File: src/rtl/digit_entry_ctrl.sv
// ---------------------------------------------------------------------------
// digit_entry_ctrl
//
// Button-driven numeric entry controller for the ATM front panel. Debounced
// button levels are edge-detected, and each press edits one BCD digit of a
// packed register under a cursor. The enter button captures the register
// into commit_o. The captured value is then held under a valid/ready
// handshake until downstream logic accepts it.
//
// Optional build macro: DIGIT_ENTRY_AUTOREPEAT_EN
//   When defined, holding increment or decrement generates repeat events:
//   the first comes REPEAT_DELAY cycles after the press, and the following
//   ones every REPEAT_PERIOD cycles. When undefined, no repeat logic is
//   built.
//
// Parameters:
//   NUM_DIGITS      number of 4-bit digits (1..16)
//   DIGIT_MAX       largest legal digit value (1..15)
//   WRAP            0 = inc/dec saturate, 1 = inc/dec wrap DIGIT_MAX<->0
//   CLEAR_ON_COMMIT 1 = digits and cursor clear when the handshake completes
//   SEL_W           cursor width (derived, do not override)
//
// Ports:
//   clk       system clock
//   rst       synchronous active-high reset
//   btn_i     debounced levels: [0] left, [1] right, [2] inc, [3] dec, [4] enter
//   ready_i   downstream accepts the committed value
//   data_o    live edit register, digit k at [4k+3:4k]
//   sel_o     cursor position, 0 = least-significant digit
//   commit_o  value captured on enter
//   valid_o   commit_o is valid
//   busy_o    high while waiting for the handshake (HOLD)
// ---------------------------------------------------------------------------
module digit_entry_ctrl #(
  parameter int NUM_DIGITS      = 8,
  parameter int DIGIT_MAX       = 9,
  parameter int WRAP            = 0,
  parameter int CLEAR_ON_COMMIT = 1,
  parameter int SEL_W           = (NUM_DIGITS > 1) ? $clog2(NUM_DIGITS) : 1
) (
  input  logic                    clk,
  input  logic                    rst,
  input  logic [4:0]              btn_i,
  input  logic                    ready_i,
  output logic [4*NUM_DIGITS-1:0] data_o,
  output logic [SEL_W-1:0]        sel_o,
  output logic [4*NUM_DIGITS-1:0] commit_o,
  output logic                    valid_o,
  output logic                    busy_o
);

  localparam logic [SEL_W-1:0] SEL_LAST = SEL_W'(NUM_DIGITS - 1);
  localparam logic [3:0]       DMAX     = 4'(DIGIT_MAX);

  typedef enum logic {
    EDIT,
    HOLD
  } state_t;

  state_t     state;
  logic [4:0] btn_q;
  logic [4:0] press;
  logic [4:0] evt;
  logic [3:0] cur_digit;
  logic [3:0] inc_digit;
  logic [3:0] dec_digit;

  // A press is a rising edge seen against the previous sampled level.
  assign press = btn_i & ~btn_q;

`ifdef DIGIT_ENTRY_AUTOREPEAT_EN
  localparam int REPEAT_DELAY  = 50_000_000;
  localparam int REPEAT_PERIOD = 10_000_000;
  localparam int RPT_W         = $clog2(REPEAT_DELAY + 1);

  logic [RPT_W-1:0] rpt_cnt;
  logic             held_inc;
  logic             held_dec;
  logic             rpt_fire;

  assign held_inc = btn_i[2] & btn_q[2];
  assign held_dec = btn_i[3] & btn_q[3];

  // rpt_cnt is the number of held cycles since the press, minus one.
  // After a repeat fires, the counter is rewound so that the next repeat
  // comes REPEAT_PERIOD cycles later.
  assign rpt_fire = (state == EDIT) && (held_inc || held_dec) &&
                    (rpt_cnt == RPT_W'(REPEAT_DELAY - 1));

  always_ff @(posedge clk) begin
    if (rst || (state != EDIT) || (press != 5'b0) || !(held_inc || held_dec)) begin
      rpt_cnt <= '0;
    end else if (rpt_fire) begin
      rpt_cnt <= RPT_W'(REPEAT_DELAY - REPEAT_PERIOD);
    end else begin
      rpt_cnt <= rpt_cnt + RPT_W'(1);
    end
  end

  // If both inc and dec are held, inc repeats, because the lower index
  // wins, as it does for simultaneous presses.
  assign evt = press | {1'b0, rpt_fire & held_dec & ~held_inc,
                        rpt_fire & held_inc, 2'b00};
`else
  assign evt = press;
`endif

  // Select the digit under the cursor and precompute its edited values.
  always_comb begin
    cur_digit = 4'd0;
    for (int k = 0; k < NUM_DIGITS; k++) begin
      if (sel_o == SEL_W'(k)) begin
        cur_digit = data_o[4*k +: 4];
      end
    end
  end

  always_comb begin
    inc_digit = cur_digit + 4'd1;
    if (cur_digit >= DMAX) begin
      inc_digit = (WRAP != 0) ? 4'd0 : cur_digit;
    end
  end

  always_comb begin
    dec_digit = cur_digit - 4'd1;
    if (cur_digit == 4'd0) begin
      dec_digit = (WRAP != 0) ? DMAX : 4'd0;
    end
  end

  // Main control FSM. Only the lowest-index event acts; the rest are
  // dropped. In HOLD, every press is discarded. btn_q keeps tracking the
  // buttons, so a button held through HOLD does not fire on return to EDIT.
  always_ff @(posedge clk) begin
    if (rst) begin
      state    <= EDIT;
      btn_q    <= '0;
      data_o   <= '0;
      sel_o    <= '0;
      commit_o <= '0;
      valid_o  <= 1'b0;
      busy_o   <= 1'b0;
    end else begin
      btn_q <= btn_i;
      case (state)
        EDIT: begin
          if (evt[0]) begin
            sel_o <= (sel_o == SEL_LAST) ? '0 : sel_o + SEL_W'(1);
          end else if (evt[1]) begin
            sel_o <= (sel_o == '0) ? SEL_LAST : sel_o - SEL_W'(1);
          end else if (evt[2]) begin
            for (int k = 0; k < NUM_DIGITS; k++) begin
              if (sel_o == SEL_W'(k)) begin
                data_o[4*k +: 4] <= inc_digit;
              end
            end
          end else if (evt[3]) begin
            for (int k = 0; k < NUM_DIGITS; k++) begin
              if (sel_o == SEL_W'(k)) begin
                data_o[4*k +: 4] <= dec_digit;
              end
            end
          end else if (evt[4]) begin
            commit_o <= data_o;
            valid_o  <= 1'b1;
            busy_o   <= 1'b1;
            state    <= HOLD;
          end
        end
        HOLD: begin
          if (valid_o && ready_i) begin
            valid_o <= 1'b0;
            busy_o  <= 1'b0;
            state   <= EDIT;
            if (CLEAR_ON_COMMIT != 0) begin
              data_o <= '0;
              sel_o  <= '0;
            end
          end
        end
        default: begin
          state <= EDIT;
        end
      endcase
    end
  end

endmodule

File: config.mk
export PLATFORM = sky130hd
export DESIGN_NAME = digit_entry_ctrl
export DESIGN_NICKNAME = d
export VERILOG_FILES = /design/src/rtl/digit_entry_ctrl.sv
export SDC_FILE = /design/constraint.sdc
export NUM_CORES = 1
export LEC_CHECK = 0
export BUFFER_PORTS_ARGS = -buffer_cell sky130_fd_sc_hd__buf_4
export CORE_MARGIN = 10
export CORE_UTILIZATION = 40
export CTS_CLUSTER_DIAMETER = 40
export CTS_CLUSTER_SIZE = 10
export DETAILED_ROUTE_END_ITERATION = 8
export SYNTH_ARGS = -nofsm -noshare
export SYNTH_HDL_FRONTEND = slang
export SYNTH_SLANG_ARGS = --single-unit
File: constraint.sdc
create_clock -name clk -period 4 [get_ports clk]
set_clock_uncertainty 0.15 [all_clocks]
set_input_delay 0.4 -clock clk [delete_from_list [all_inputs] [get_ports clk]]
set_output_delay 0.4 -clock clk [all_outputs]
set_load 0.02 [all_outputs]
==> reports/results.ini <==
[cells_and_area]
num-fill-cells=866
final_area_um2=4350
diodes=0
layout_common_cells=sky130_fd_sc_hd__buf_4 (79), sky130_fd_sc_hd__nand2_1 (75), sky130_fd_sc_hd__dfxtp_1 (74)
most_frequent_standard_cell_in_the_layout_excluding_fill_and_tap_cells=sky130_fd_sc_hd__buf_4
drive_gt1_share_pct=22.9
stdcell_count=598
layout.nets=504
layout.core_utilization_pct=49.9
syn_to_layout_area_delta_pct=22.0

[setup_path]
worstPathCellList=inv_1 > ha_1 > a21oi_1 > a211o_1 > a31oi_2 > inv_1 > ha_1 > a32oi_1 > mux2_2 > a21oi_4 > a211oi_1
critical_path.max_fanout=18
cp_slowest_stage_delay_ps=530
cp_top_family=compound AO/OA/AOI/OAI gates
critical_path_class=reg2reg
worstPathArrival_ps=3650
cpMaxStageDelayCell=sky130_fd_sc_hd__ha_1
critPathLaunchType=flip-flop
cp_data_required_time_ps=4050
crit_path_end_kind=flip-flop
cp.buffers_inverters=2

[yosys]
multiplexer_share_of_the_synthesized_area_pct=4.84
synthesis.area_um2=3570
synthesis.nets=441
fraction_of_the_mapped_netlist_area_in_adder_cells_pct=3.86
dominant_cells_by_area_after_synthesis=sky130_fd_sc_hd__dfxtp_1 (42%), sky130_fd_sc_hd__nand2_1 (7.9%), sky130_fd_sc_hd__a21oi_1 (7.2%)
number_of_flops_mapped_to_enable_cells_by_yosys=0
asyncSetResetFlopFracSynth_pct=0
main_flop_type_after_synthesis=sky130_fd_sc_hd__dfxtp_1
synth_cells=422
synth_compound_area_share_pct=22.8
ys_warn_count=0
synth_top_family_by_area=compound AO/OA/AOI/OAI gates
synth_top_cell_by_area=sky130_fd_sc_hd__dfxtp_1
netlist-cell-type-count=55
synth-simple-area-share_pct=21.8
synthXorXnorAreaFrac_pct=0.245
yosys_register_bits=74
sequential_area_share_after_synthesis_pct=41.5
netlist.area_leader.share_pct=41.5
postSynthAreaPerCell_um2=8.46

[drt]
drcViolationCount=0
detail_route.wl_per_cell_um=16.7
postRouteWirelength_mm=10.0
dr.pass1.iters=4
avgViaCountPerCell=5.24
detail-route-antenna-nets=0
drt_iter0_markers=185
via_count=3136

[die]
floorplan.rows=34
initial_util_pct=40.9
design.core.area_um2=8720
die_footprint_um2=13100
chipWidth_um=114
floorplan.io_pins=77
die-height_um=114

[min_path]
min-delay-path-class=in2reg

[clocking]
worstSkewPairLatency_ps=350
cts_resized=0
tritoncts=done
post-cts-setup-buffers=0
cts-hold-fix-buffers=0
clk_pin_slew_worst_paths_ps=80
cts.sinks=74
cts_bufs_inserted=9
clockBufferDepth=2
cts_root_buf=sky130_fd_sc_hd__clkbuf_8
cts.htree.levels=3

[global_routing]
grt_start_max_net_pins=76
grt-ovfl-total=0
first_global_vias=3044
antenna_found_initial=0
grt_use_total_pct=15.1
wire_length_of_the_first_global_routing_pass_mm=16.2

[sta]
final_cycle_utilization_of_the_critical_path_pct=90.0
timing.max_slew.rel_slack_pct=50.2
finalWorstPathRequiredPeriod_ps=3600
final_setup_violation_count=0
fin_tns_setup_ps=0
hold_violations=0
max_freq_mhz=278
final_max_slew_viol_count=0
worst-slew-pin-transition_ps=747
rsz0062_at_grt=no

[status]
outcome=finished clean

[pwr]
vdd_drop_max_v=0.000198
clock_power_share_pct=30.0
share_comb_of_total_power_pct=26.4
power.density_cell_area_nw_per_um2=410
sw_power_mw=0.615
switching_share_pct=34.4
sequentialPowerShare_pct=43.6
power_leakage_nw=1.64
total_power_mw=1.79
p_int_mw=1.17

[placement]
placed_cells_incl_taps=582
post_dp_cell_area_um2=4170
io_buffer_count=76
routabilityCongestion=0.914
dp_hpwl_mm=7.12

[job]
timing.max_cap.violations=0

synth_stat cells (2+ instances only):
cell type / n
sky130_fd_sc_hd__a32oi_1: 2
sky130_fd_sc_hd__a21oi_2: 2
sky130_fd_sc_hd__a211o_1: 2
sky130_fd_sc_hd__nand3_1: 3
sky130_fd_sc_hd__nor2_1: 36
sky130_fd_sc_hd__nand2_1: 75
sky130_fd_sc_hd__dfxtp_1: 74
sky130_fd_sc_hd__mux2_2: 2
sky130_fd_sc_hd__inv_1: 14
sky130_fd_sc_hd__o31ai_1: 3
sky130_fd_sc_hd__nand3b_1: 5
sky130_fd_sc_hd__a21oi_1: 51
sky130_fd_sc_hd__mux2i_1: 15
sky130_fd_sc_hd__buf_4: 2
sky130_fd_sc_hd__o21ai_0: 5
sky130_fd_sc_hd__a31oi_1: 5
sky130_fd_sc_hd__nand2b_1: 22
sky130_fd_sc_hd__ha_1: 11
sky130_fd_sc_hd__a22o_1: 2
sky130_fd_sc_hd__buf_2: 5
sky130_fd_sc_hd__clkbuf_1: 19
sky130_fd_sc_hd__nor2b_1: 13
sky130_fd_sc_hd__a31o_2: 2
sky130_fd_sc_hd__a21o_1: 3
sky130_fd_sc_hd__a211oi_1: 18
sky130_fd_sc_hd__a311oi_1: 2
path summary, 6_finish.rpt:
kind	startpoint	endpoint	slack [ps]	depth (start not counted)
hold reg to reg	commit_o[13]	commit_o[13]	310	2
setup reg to reg	sel_o[1]	data_o[5]	400	11
hold / removal	btn_i[1]	btn_q[1]	110	2
setup / recovery	sel_o[1]	data_o[5]	400	11
final cells by class:
type | count | area (um2) | area share (%)
flip-flops and latches | 74 | 1480 | 34.0
well taps | 108 | 135 | 3.10
clock buffers | 10 | 138 | 3.16
inverters | 14 | 52.6 | 1.21
repair buffers | 79 | 593 | 13.6
clock inverters | 6 | 41.3 | 0.949
multi-input cells | 307 | 1910 | 43.9
layer usage:
layer  global-route usage, %  wire length, um  vias up
met5                       0                0        -
met4                    4.59               86        0
met3                    4.35              707       10
met2                    24.1             4650       74
met1                    19.1             4560     1466
li1                        -                -     1586
flip-flops by register name (all words and copies together) (netlist names):
register / count
state: 1
data_o: 32
btn_q: 5
commit_o: 32
busy_o: 1
sel_o: 3
stage by stage:
stage                     setup slack (ps)  hold slack [ps]
final                                  399              114
after CTS                              423              107
after global routing                   157              126
after floorplan                        709              378
after global placement                 568              293
after detailed placement               442              298
logic make-up after synthesis:
group	after synthesis
simple gates	166
xor+xnor	1
flops	74
compound gates	112
buf+inv	41
mux	17
fa+ha+maj	11
power groups by stage:
stage | combinational [mW] | clock, mW | sequential (mW)
after global placement | 0.464 | 0 | 0.795
after CTS | 0.469 | 0.551 | 0.779
after global routing | 0.515 | 0.583 | 0.782
after floorplan | 0.331 | 0 | 0.809
final | 0.471 | 0.536 | 0.778
after detailed placement | 0.466 | 0 | 0.796
worst reg2reg max path: cells and delay by family (launching register included):
kind            cells  cell delay, ps
mux                 1             410
fa+ha+maj           2             800
buf+inv             2             280
flops               1             360
compound gates      6            1450
(Power assumes the default switching activity.)
